### src/rtl/fetch_pkg.sv
// fetch_pkg: shared types for the instruction fetch unit.
//   FETCH_XLEN     default address/PC width
//   fetch_state_e  fetch FSM states (IDLE / WAIT / DROP)
//   fetch_entry_t  instruction queue entry {instr, pc, fault} at default XLEN
package fetch_pkg;

  localparam int FETCH_XLEN = 32;

  typedef enum logic [1:0] {
    ST_IDLE = 2'd0,  // free to issue a request
    ST_WAIT = 2'd1,  // one request granted, response pending
    ST_DROP = 2'd2   // response pending but belongs to a flushed path
  } fetch_state_e;

  typedef struct packed {
    logic [31:0]           instr;
    logic [FETCH_XLEN-1:0] pc;
    logic                  fault;
  } fetch_entry_t;

endpackage

### src/rtl/fetch_fifo.sv
// fetch_fifo: registered instruction queue. The head entry is read straight
// out of storage, so a push at cycle N is visible at the head at N+1.
//   clk, rst_n   clock / async active-low reset
//   clr          synchronous empty (redirect)
//   push, wdata  write port; ignored when full unless a pop happens too
//   pop          read-advance; ignored when empty
//   rdata, valid head entry and its validity
//   count        number of valid entries (0..DEPTH)
module fetch_fifo
  import fetch_pkg::*;
#(
  parameter int W     = 1 + 32 + FETCH_XLEN,
  parameter int DEPTH = 2
) (
  input  logic                     clk,
  input  logic                     rst_n,
  input  logic                     clr,
  input  logic                     push,
  input  logic [W-1:0]             wdata,
  input  logic                     pop,
  output logic [W-1:0]             rdata,
  output logic                     valid,
  output logic [$clog2(DEPTH):0]   count
);

  localparam int AW = $clog2(DEPTH);
  localparam logic [AW:0] FULL = (AW+1)'(DEPTH);

  logic [W-1:0]  mem [DEPTH];
  logic [AW-1:0] wptr, rptr;
  logic          do_push, do_pop;

  assign valid   = (count != '0);
  assign do_pop  = pop & valid;
  assign do_push = push & ((count != FULL) | do_pop);
  assign rdata   = mem[rptr];

  // DEPTH is a power of two, so pointer overflow is the modulo wrap.
  always_ff @(posedge clk or negedge rst_n) begin
    if (!rst_n) begin
      wptr  <= '0;
      rptr  <= '0;
      count <= '0;
    end else if (clr) begin
      wptr  <= '0;
      rptr  <= '0;
      count <= '0;
    end else begin
      if (do_push) wptr <= wptr + AW'(1);
      if (do_pop)  rptr <= rptr + AW'(1);
      case ({do_push, do_pop})
        2'b10:   count <= count + (AW+1)'(1);
        2'b01:   count <= count - (AW+1)'(1);
        default: count <= count;
      endcase
    end
  end

  always_ff @(posedge clk) begin
    if (do_push) mem[wptr] <= wdata;
  end

endmodule

### src/rtl/fetch_unit.sv
// fetch_unit: single-outstanding instruction fetcher feeding a small queue.
// Optional feature macro: FETCH_MISALIGN_EN -- a PC with [1:0]!=0 in IDLE
// pushes a fault entry instead of issuing a memory request.
//   clk, rst_n                      clock / async active-low reset
//   pc_i, pc_stall_o                PC in; hold PC register while stall high
//   flush_i                         redirect, drops queue and in-flight fetch
//   imem_req_o/addr_o/gnt_i         request channel
//   imem_rvalid_i/rdata_i           response channel
//   instr_valid_o/ready_i           decode handshake
//   instr_o/pc_o/fault_o            queue head
module fetch_unit
  import fetch_pkg::*;
#(
  parameter int XLEN   = FETCH_XLEN,
  parameter int QDEPTH = 2
) (
  input  logic            clk,
  input  logic            rst_n,
  input  logic [XLEN-1:0] pc_i,
  output logic            pc_stall_o,
  input  logic            flush_i,
  output logic            imem_req_o,
  output logic [XLEN-1:0] imem_addr_o,
  input  logic            imem_gnt_i,
  input  logic            imem_rvalid_i,
  input  logic [31:0]     imem_rdata_i,
  output logic            instr_valid_o,
  input  logic            instr_ready_i,
  output logic [31:0]     instr_o,
  output logic [XLEN-1:0] instr_pc_o,
  output logic            instr_fault_o
);

  localparam int EW = 32 + XLEN + 1;
  localparam int CW = $clog2(QDEPTH) + 1;
  localparam logic [CW-1:0] QD = CW'(QDEPTH);

  fetch_state_e    state, state_d;
  logic [XLEN-1:0] pc_q;
  logic [CW-1:0]   q_count;
  logic            room, misalign, fire, resp, mis_push, push;
  logic [EW-1:0]   wdata, head;
  logic            head_fault;

`ifdef FETCH_MISALIGN_EN
  assign misalign = (pc_i[1:0] != 2'b00);
`else
  assign misalign = 1'b0;
`endif

  assign room = (q_count < QD);

  // rst_n gates the combinational outputs so they read idle during reset,
  // not only after the first clock.
  assign imem_req_o  = rst_n & (state == ST_IDLE) & room & ~flush_i & ~misalign;
  assign imem_addr_o = pc_i;
  assign fire        = imem_req_o & imem_gnt_i;
  assign pc_stall_o  = ~(fire | (flush_i & rst_n));

  assign resp     = (state == ST_WAIT) & imem_rvalid_i;
  assign mis_push = (state == ST_IDLE) & room & misalign;
  assign push     = ~flush_i & (resp | mis_push);
  assign wdata    = resp ? {imem_rdata_i, pc_q, 1'b0} : {32'h0, pc_i, 1'b1};

  // A response landing in the same cycle as a flush closes the transaction,
  // so WAIT goes straight to IDLE; likewise DROP leaves as soon as the stale
  // response arrives, even if another flush is present.
  always_comb begin
    state_d = state;
    unique case (state)
      ST_IDLE: if (fire) state_d = ST_WAIT;
      ST_WAIT: begin
        if (imem_rvalid_i)  state_d = ST_IDLE;
        else if (flush_i)   state_d = ST_DROP;
      end
      ST_DROP: if (imem_rvalid_i) state_d = ST_IDLE;
      default: state_d = ST_IDLE;
    endcase
  end

  always_ff @(posedge clk or negedge rst_n) begin
    if (!rst_n) begin
      state <= ST_IDLE;
      pc_q  <= '0;
    end else begin
      state <= state_d;
      if (fire) pc_q <= pc_i;
    end
  end

  fetch_fifo #(.W(EW), .DEPTH(QDEPTH)) u_fifo (
    .clk   (clk),
    .rst_n (rst_n),
    .clr   (flush_i),
    .push  (push),
    .wdata (wdata),
    .pop   (instr_ready_i),
    .rdata (head),
    .valid (instr_valid_o),
    .count (q_count)
  );

  assign {instr_o, instr_pc_o, head_fault} = head;

`ifdef FETCH_MISALIGN_EN
  assign instr_fault_o = instr_valid_o & head_fault;
`else
  logic unused_fault;
  assign unused_fault  = head_fault;
  assign instr_fault_o = 1'b0;
`endif

endmodule

### config.mk
export PLATFORM = sky130hd
export DESIGN_NAME = fetch_unit
export DESIGN_NICKNAME = d
export VERILOG_FILES = /design/src/rtl/fetch_pkg.sv /design/src/rtl/fetch_fifo.sv /design/src/rtl/fetch_unit.sv
export SDC_FILE = /design/constraint.sdc
export NUM_CORES = 1
export LEC_CHECK = 0
export CELL_PAD_IN_SITES_DETAIL_PLACEMENT = 1
export CELL_PAD_IN_SITES_GLOBAL_PLACEMENT = 1
export CORE_MARGIN = 3
export CORE_UTILIZATION = 42
export CTS_BUF_LIST = sky130_fd_sc_hd__clkbuf_8
export CTS_CLUSTER_SIZE = 20
export DETAILED_ROUTE_END_ITERATION = 10
export HOLD_SLACK_MARGIN = 0.03
export PLACE_DENSITY_LB_ADDON = 0.1
export SYNTH_ARGS = -nofsm -noshare
export SYNTH_HDL_FRONTEND = slang
export SYNTH_SLANG_ARGS = --single-unit
### constraint.sdc
create_clock -name clk -period 8.2 [get_ports clk]
set_input_delay 2.46 -clock clk [delete_from_list [all_inputs] [get_ports clk]]
set_output_delay 2.46 -clock clk [all_outputs]
set_load 0.1 [all_outputs]
==> Word level (Yosys, flattened, before mapping) <==
Memories as Yosys holds them, arrays and structs flattened.
Cells that the tools add are included.
{ "op_classes": {"n_addsub": 4, "multipliers": 0, "div_mod_pow": 0, "order_cmp": 1, "n_eq_ne": 8, "shifts": 0, "n_mux": 14, "n_bitwise": 13, "n_reduce_logical": 6} }
{ "op_table": {"columns": ["op", "n"], "rows": [
  ["$mux W65", 1],
  ["$mux W2", 5],
  ["$and A1 B1 Y1", 9],
  ["$mux W1", 6],
  ["$ne A2 B2 Y1 const B", 3],
  ["$pmux W2 S3", 1],
  ["$reduce_bool A2 Y1", 3],
  ["$eq A2 B1 Y1 const B", 2],
  ["$eq A2 B2 Y1 const B", 2],
  ["$pmux W2 S2", 1],
  ["$ne A3 B3 Y1 const B", 1],
  ["$reduce_and A3 Y1", 1],
  ["$reduce_bool A3 Y1", 1],
  ["$add A1 B1 Y1 const B", 2],
  ["$add A2 B1 Y2 const B", 1],
  ["$logic_not A2 Y1", 1],
  ["$lt A2 B2 Y1 const B", 1],
  ["$not A1 Y1", 2],
  ["$or A1 B1 Y1", 2],
  ["$sub A2 B1 Y2 const B", 1]
]} }
{ "word_totals": {"regBits": 38, "latch_bits": 0, "mem_bits_rw": 130, "mem_bits_ro": 0, "elab_cells": 52, "n_memories": 1} }
{ "mem_list": {"columns": ["memory", "depth", "word_bits", "rd", "rd_clocked_by_memory_dff", "wr", "line", "rtl"], "rows": [
  ["u_fifo.mem", 2, 65, 1, 0, 1, "fetch_fifo.sv:29", "logic [W-1:0] mem [DEPTH];"]
]} }

==> Longest topological paths before layout <==
Gate-level depths: netlist of the first run.
{ "depth": {"depth_word": 7, "depth_mapped": 5} }

==> Hierarchy <==
A second synthesis of the first run with hierarchy kept.
{ "hier_totals": {"hier_cells": 419, "area_unflattened_um2": 7219.4} }
{ "modules_own_cells": {"columns": ["module", "n_inst", "cells_per_inst", "area_each_um2"], "rows": [
  ["fetch_fifo", 1, 229, 4929.7],
  ["fetch_unit", 1, 190, 2289.7]
]} }

==> Worst setup path before layout of the first run <==
No wires, ideal clock.
{ "synth_path": {"kind": "input -> register", "from": "in imem_rvalid_i", "to": "mem u_fifo.mem[1][10] (netlist name), enable pin", "setup_time_ns": 0.578, "arrival_time_ns": 7.512, "required_time_ns": 7.622, "setup_slack_ns": 0.110, "stages": 3, "n_path_buf": 0, "cell_sequence": "and3b_1 -> o31ai_1 -> nor3b_1"} }
{ "synth_between": {"elab_chain_cells": 5} }
{ "synth_rtl": {"columns": ["item", "line", "rtl"], "rows": [
  ["start: declaration", "fetch_unit.sv:25", "input logic imem_rvalid_i,"],
  ["$and A1 B1 Y1", "fetch_unit.sv:60", "assign resp = (state == ST_WAIT) & imem_rvalid_i;"],
  ["$and A1 B1 Y1", "fetch_unit.sv:62", "assign push = ~flush_i & (resp | mis_push);"],
  ["$and A1 B1 Y1", "fetch_fifo.sv:35", "assign do_push = push & ((count != FULL) | do_pop);"],
  ["$mux W1", "fetch_fifo.sv:60", "if (do_push) mem[wptr] <= wdata;"],
  ["$mux W1 (not written as such)", "fetch_fifo.sv:60", null],
  ["end: declaration", "fetch_fifo.sv:29", null]
]} }
No other way between the ends.

==> Worst setup path in the final report of the first run <==
{ "layout_path": {"from": "in pc_i[11]", "to": "out imem_addr_o[11]"} }
{ "layout_lines": {"columns": ["item", "line", "rtl"], "rows": [
  ["start: declaration", "fetch_unit.sv:19", "input logic [XLEN-1:0] pc_i,"],
  ["end: declaration", "fetch_unit.sv:23", "output logic [XLEN-1:0] imem_addr_o,"]
]} }
No word-level cell between the ends.

==> flow_metrics.tcl, run 1 <==
set metrics [dict create \
    critPathKind "input pin to primary output" \
    path_max_fanout 3 \
    cts.hold.buffers_added 0 \
    starting_density_of_the_core 0.430 \
    synth.distinct_cells 33 \
    finalWirelength_microns 15600 \
    synthesis_warnings 0 \
    rows 47 \
    power_leakage_uw 0.00355 \
    design.final.nets 688 \
    numPlacedInstances 819 \
    portBuffers 168 \
    maxCapViolCount 0 \
    maxSlewViolCount 0 \
    grt_overflow 0 \
    hpwl_dp_microns 9560 \
    final_weighted_congestion_of_routability_driven_global_placement 0.731 \
    core-area_sq_um 16600 \
    grt_most_used_layer "met2" \
    dr.pass1.iters 4 \
    critical_path.endpoint_type "primary output" \
    layout_common_cells "clkdlybuf4s50_1 (165), edfxtp_1 (128), nand2_1 (96)" \
    route.detailed.vias_per_inst 4.91 \
    utilization 0.556 \
    grt.met2_usage 0.290 \
    tritoncts.num_buffers 17 \
    floorplan.die_area_sq_um 18600 \
    critical_path.startpoint_type "input pin" \
    clock_latency_ps 450 \
    io-pin-count 170 \
    antenna_found_initial 0 \
    route.detailed.drc 0 \
    layout.cells.most_common "clkdlybuf4s50_1" \
    timing.critical_path.arrival_ps 4170 \
    dpl-instance-area_sq_um 8800 \
    grt.met1_usage 0.211 \
    global_route.usage.met3 0.0518 \
    root_buf_cell "clkbuf_8" \
    postSynthAreaPerCell_sq_um 15.0 \
    timing.critical_path.cells "clkdlybuf4s50_1, clkdlybuf4s50_1" \
    min_delay_worst_endpoint "pc_q[21]" \
    ir_worst_vdd_mv 0.141 \
    max_stage_delay_ps 1160 \
    min-delay-start "pc_q[21]" \
    syn-cell-area_sq_um 7150 \
    cts_post_setup_buffers_inserted 0 \
    design_area_sq_um 9250 \
    cts.reportedPaths.clkPinSlew_ps 80 \
    run_status "finished, final reports clean" \
    max_slew.worst_pin.slew_ps 1070 \
    grt_first_pass_wirelength_microns 24000 \
    post_cts_resized 0 \
    fillers 1585 \
    grt_start_max_net_pins 69 \
    cp_num_buf_inv 2 \
    setup_total_negative_slack_ps 0 \
    global_route.usage.total 0.171 \
    worst_path_dominant_cell_family "buffers and inverters" \
    whs_path_depth 1 \
    fmax_mhz 151 \
    fin_crit_ps 6630 \
    postSynthCellCount 478 \
    critical-path-top-cell-by-count "clkdlybuf4s50_1" \
    rsz_0062_raised_after_global_routing "false" \
    cts.htree.levels 4 \
    cts_tree "yes" \
    r2r_setup_slk_ps 5400 \
    final_layout_size_suffix_gt1_frac 0.233 \
    r2r_cells 5 \
    areaGrowthSynthToFinish_pct 29.4 \
    grt_pass1_vias 4584 \
    layout_worst_path_cycle_share 0.809 \
    hold_violations 0 \
    antenna_left 0 \
    numClockSinks 166 \
    die_w_microns 136 \
    vertical_extent_of_the_die_microns 136 \
    ys_ff_latch 166 \
    detailedRoute.firstIterationViolations 171 \
    ys_seq_area_frac 0.671 \
    finish.cell_count_without_fillers 851 \
    ctsLongestPathBuffers 2 \
    slew_hr 0.285 \
    required_ps 5740 \
    rr_endpoint "u_fifo.mem[1][34]" \
    hp-class "flop to flop" \
    wire_per_inst_microns 18.4 \
    synth_fp_nets 548 \
    power_per_cell_area_nw_per_um2 211 \
    report.final.setup_viol 0 \
    critical_path.slowest_cell "clkdlybuf4s50_1" \
    num_antenna_cells 0 \
    worst_clock_skew_ps 12.0 \
    vias_post_dr 4182 \
    r2r-start "state[1]" \
]
## layer usage
layer / vias to the layer above / wire length (microns)
met2: 124 / 7960
li1: 1934 / -
met5: - / 0
met3: 13 / 853
met4: 0 / 139
met1: 2111 / 6680
## cell usage after synthesis (all sizes together)
cell type / instances / share of area
edfxtp: 128 / 0.54
mux2: 97 / 0.17
nand2: 97 / 0.052
buf: 45 / 0.046
dfrtp: 38 / 0.13
and2: 33 / 0.029
clkbuf: 9 / 0.0047
a21oi: 4 / 0.0028
nor2b: 3 / 0.0026
inv: 2 / 0.0011
nand3b: 2 / 0.0021
nor2: 2 / 0.0011
o21ai: 2 / 0.0014
a221oi: 1 / 0.0012
a22oi: 1 / 0.0011
a41oi: 1 / 0.0012
and3b: 1 / 0.0012
conb: 1 / 0.00052
nand2b: 1 / 0.00088
nand3: 1 / 0.00070
nor3: 1 / 0.00070
nor3b: 1 / 0.0011
nor4b: 1 / 0.0033
o211a: 1 / 0.0014
o31ai: 1 / 0.0011
or2: 1 / 0.00088
or3b: 1 / 0.0012
xnor2: 1 / 0.0012
xor2: 1 / 0.0012
## state kept, by name, summed over array words and instances, names as in the netlist
| register | flops |
|---|---|
| u_fifo.wptr | 1 |
| state | 2 |
| u_fifo.rptr | 1 |
| u_fifo.count | 2 |
| u_fifo.mem | 128 |
| pc_q | 32 |
## layout make-up
cell class / count / area, sq um / area share
timing repair buffer: 175 / 1720 / 0.186
tap: 220 / 275 / 0.0297
clock inverter: 12 / 175 / 0.0189
clock buffer: 20 / 275 / 0.0297
multi-input combinational: 256 / 2000 / 0.216
inverter: 2 / 7.51 / 0.000811
sequential: 166 / 4800 / 0.519
## worst max-delay path by stage
stage,start,to,cells past startpoint
floorplan,imem_rvalid_i,u_fifo.mem[1][10],3
global placement,pc_i[28],imem_addr_o[28],2
detailed placement,pc_i[24],imem_addr_o[24],2
CTS,pc_i[24],imem_addr_o[24],2
global route,pc_i[28],imem_addr_o[28],2
finish,pc_i[11],imem_addr_o[11],2
## cells by family (layout without fill, tap and decap cells)
kind of cell | Yosys count | count (layout) | share of synthesized area
other cells | 1 | 1 | 0.000524
buf+inv | 56 | 209 | 0.0518
simple gates | 145 | 145 | 0.0966
xor+xnor | 2 | 2 | 0.00245
compound gates | 11 | 11 | 0.0102
flops | 166 | 166 | 0.671
mux | 97 | 97 | 0.168
## power by group
group / internal (uW) / switching (uW)
sequential: 950 / 29.5
clock: 355 / 290
combinational: 128 / 201
## stage by stage
stage               total power [uW]  hold WS (ps)  setup WS, ps
floorplan                       1240           479           110
global placement                1320           489          1580
detailed placement              1330           498          1570
CTS                             1980           519          1570
global route                    2030           538          1540
finish                          1950           518          1570
Note: power is estimated with default switching activity, not from simulation.
==> run 2: changes to the inputs <==
--- a/config.mk
+++ b/config.mk
@@ -8,7 +8,7 @@
 export CELL_PAD_IN_SITES_DETAIL_PLACEMENT = 1
 export CELL_PAD_IN_SITES_GLOBAL_PLACEMENT = 1
 export CORE_MARGIN = 3
-export CORE_UTILIZATION = 42
+export CORE_UTILIZATION = 38
 export CTS_BUF_LIST = sky130_fd_sc_hd__clkbuf_8
 export CTS_CLUSTER_SIZE = 20
 export DETAILED_ROUTE_END_ITERATION = 10
==> constraint.sdc (replaced) <==
create_clock -name clk -period 5.93 [get_ports clk]
set_input_delay 1.779 -clock clk [delete_from_list [all_inputs] [get_ports clk]]
set_output_delay 1.779 -clock clk [all_outputs]
set_load 0.1 [all_outputs]
==> flow_metrics.tcl, run 2 (synthesis gave the netlist of run 1 again) <==
set metrics [dict create \
    run_status "finished, final reports clean" \
    slew_hr 0.300 \
    design.final.nets 686 \
    critical_path.endpoint_type "primary output" \
    core-area_sq_um 18200 \
    setup_total_negative_slack_ps 0 \
    crit_path_start "flush_i" \
    maxCapViolCount 0 \
    grt.met1_usage 0.197 \
    power_per_cell_area_nw_per_um2 285 \
    hold_violations 0 \
    layout.cells.most_common "clkdlybuf4s50_1" \
    root_buf_cell "clkbuf_8" \
    report.final.setup_viol 0 \
    r2r_setup_slk_ps 3590 \
    antenna_found_initial 0 \
    path_max_fanout 11 \
    critical_path.endpoint "imem_req_o" \
    numClockSinks 166 \
    final_layout_size_suffix_gt1_frac 0.277 \
    antenna_left 0 \
    grt_most_used_layer "met2" \
    route.detailed.drc 0 \
    ctsLongestPathBuffers 2 \
    global_route.usage.met3 0.0402 \
    die_w_microns 143 \
    timing.hold.ws_ps 515 \
    cts.reportedPaths.clkPinSlew_ps 90 \
    tritoncts.num_buffers 17 \
    hp-class "flop to flop" \
    vertical_extent_of_the_die_microns 143 \
    rows 49 \
    top_register "u_fifo.mem" \
    required_ps 4150 \
    clock_latency_ps 450 \
    critPathKind "input pin to primary output" \
    vias_post_dr 4141 \
    detailedRoute.firstIterationViolations 150 \
    timing.critical_path.arrival_ps 3370 \
    rr_endpoint "u_fifo.mem[1][26]" \
    portBuffers 168 \
    maxSlewViolCount 0 \
    cts.hold.buffers_added 0 \
    wire_per_inst_microns 18.3 \
    areaGrowthSynthToFinish_pct 27.9 \
    utilization 0.502 \
    max_slew.worst_pin.slew_ps 1050 \
    finalWirelength_microns 15700 \
    grt_pass1_vias 4545 \
    fin_crit_ps 5150 \
    cts_post_setup_buffers_inserted 0 \
    largest_registers "u_fifo.mem (128), pc_q (32)" \
    route.detailed.vias_per_inst 4.83 \
    dr.pass1.iters 5 \
    min-delay-start "pc_q[9]" \
    critical_path.startpoint_type "input pin" \
    number_of_flip_flops_under_the_largest_register_name 128 \
    cts.htree.levels 4 \
    cts_tree "yes" \
    layout_common_cells "clkdlybuf4s50_1 (133), edfxtp_1 (128), nand2_1 (96)" \
    hpwl_dp_microns 9640 \
    io-pin-count 170 \
    dpl-instance-area_sq_um 8760 \
    num_antenna_cells 0 \
    grt_first_pass_wirelength_microns 24200 \
    global_route.usage.total 0.155 \
    design_area_sq_um 9140 \
    rsz_0062_raised_after_global_routing "false" \
    power_leakage_uw 0.00357 \
    floorplan.die_area_sq_um 20500 \
    post-route-worst-setup-slack_ps 782 \
    grt_start_max_net_pins 68 \
    worst_clock_skew_ps 14.1 \
    ir_worst_vdd_mv 0.126 \
    final_weighted_congestion_of_routability_driven_global_placement 0.715 \
    r2r_cells 4 \
    grt.met2_usage 0.264 \
    grt_overflow 0 \
    r2r-start "state[1]" \
    post_cts_resized 0 \
    fmax_mhz 194 \
    starting_density_of_the_core 0.393 \
    pre_cts_worst_setup_slack_ps 768 \
    layout_worst_path_cycle_share 0.868 \
]
[run 2: worst min-delay path by stage]
stage / endpoint / depth (start not counted)
6_report: pc_q[9] / 1
2_1_floorplan: pc_q[7] / 1
3_5_place_dp: pc_q[9] / 1
5_1_grt: pc_q[20] / 1
4_1_cts: pc_q[9] / 1
3_3_place_gp: pc_q[9] / 1
[run 2: stage by stage]
| step | power (uW) | std cells |
|---|---|---|
| 2_1_floorplan | 1710 | 478 |
| 3_3_place_gp | 1820 | 826 |
| 3_5_place_dp | 1830 | 826 |
| 4_1_cts | 2630 | 858 |
| 5_1_grt | 2710 | 858 |
| 6_report | 2600 | 858 |
[run 2: critical path: stages]
cell and delay [ps]:
clkdlybuf4s50_1 690, nor4b_4 430, and2_1 190, buf_4 290
[run 2: report_power, final]
part / total [uW] / internal, uW / switching (uW)
clock: 799 / 377 / 423
combinational: 451 / 173 / 278
sequential: 1350 / 1310 / 38.9
total: 2600 / 1860 / 739
[run 2: metal layers]
metal	wire (microns)	part of all wire	vias to the layer above
met3	834	0.053	14
met2	7740	0.49	109
met4	161	0.010	0
met5	0	0	-
li1	-	-	1937
met1	6940	0.44	2081
[run 2: area by class of cell]
| type | instances | area [sq um] |
|---|---|---|
| Timing Repair Buffer | 173 | 1650 |
| Clock buffer | 17 | 234 |
| Fill cell | 1788 | 9060 |
| Sequential cell | 166 | 4800 |
| Inverter | 2 | 7.51 |
| Clock inverter | 15 | 154 |
| Multi-Input combinational cell | 256 | 2010 |
| Tap cell | 229 | 287 |
==> run 3: changes to the inputs <==
--- a/config.mk
+++ b/config.mk
@@ -5,6 +5,7 @@
 export SDC_FILE = /design/constraint.sdc
 export NUM_CORES = 1
 export LEC_CHECK = 0
+export CAP_MARGIN = 20
 export CELL_PAD_IN_SITES_DETAIL_PLACEMENT = 1
 export CELL_PAD_IN_SITES_GLOBAL_PLACEMENT = 1
 export CORE_MARGIN = 3
==> results of run 3 <==
No change in the layout: final DEF, timing and power equal those of run 2.
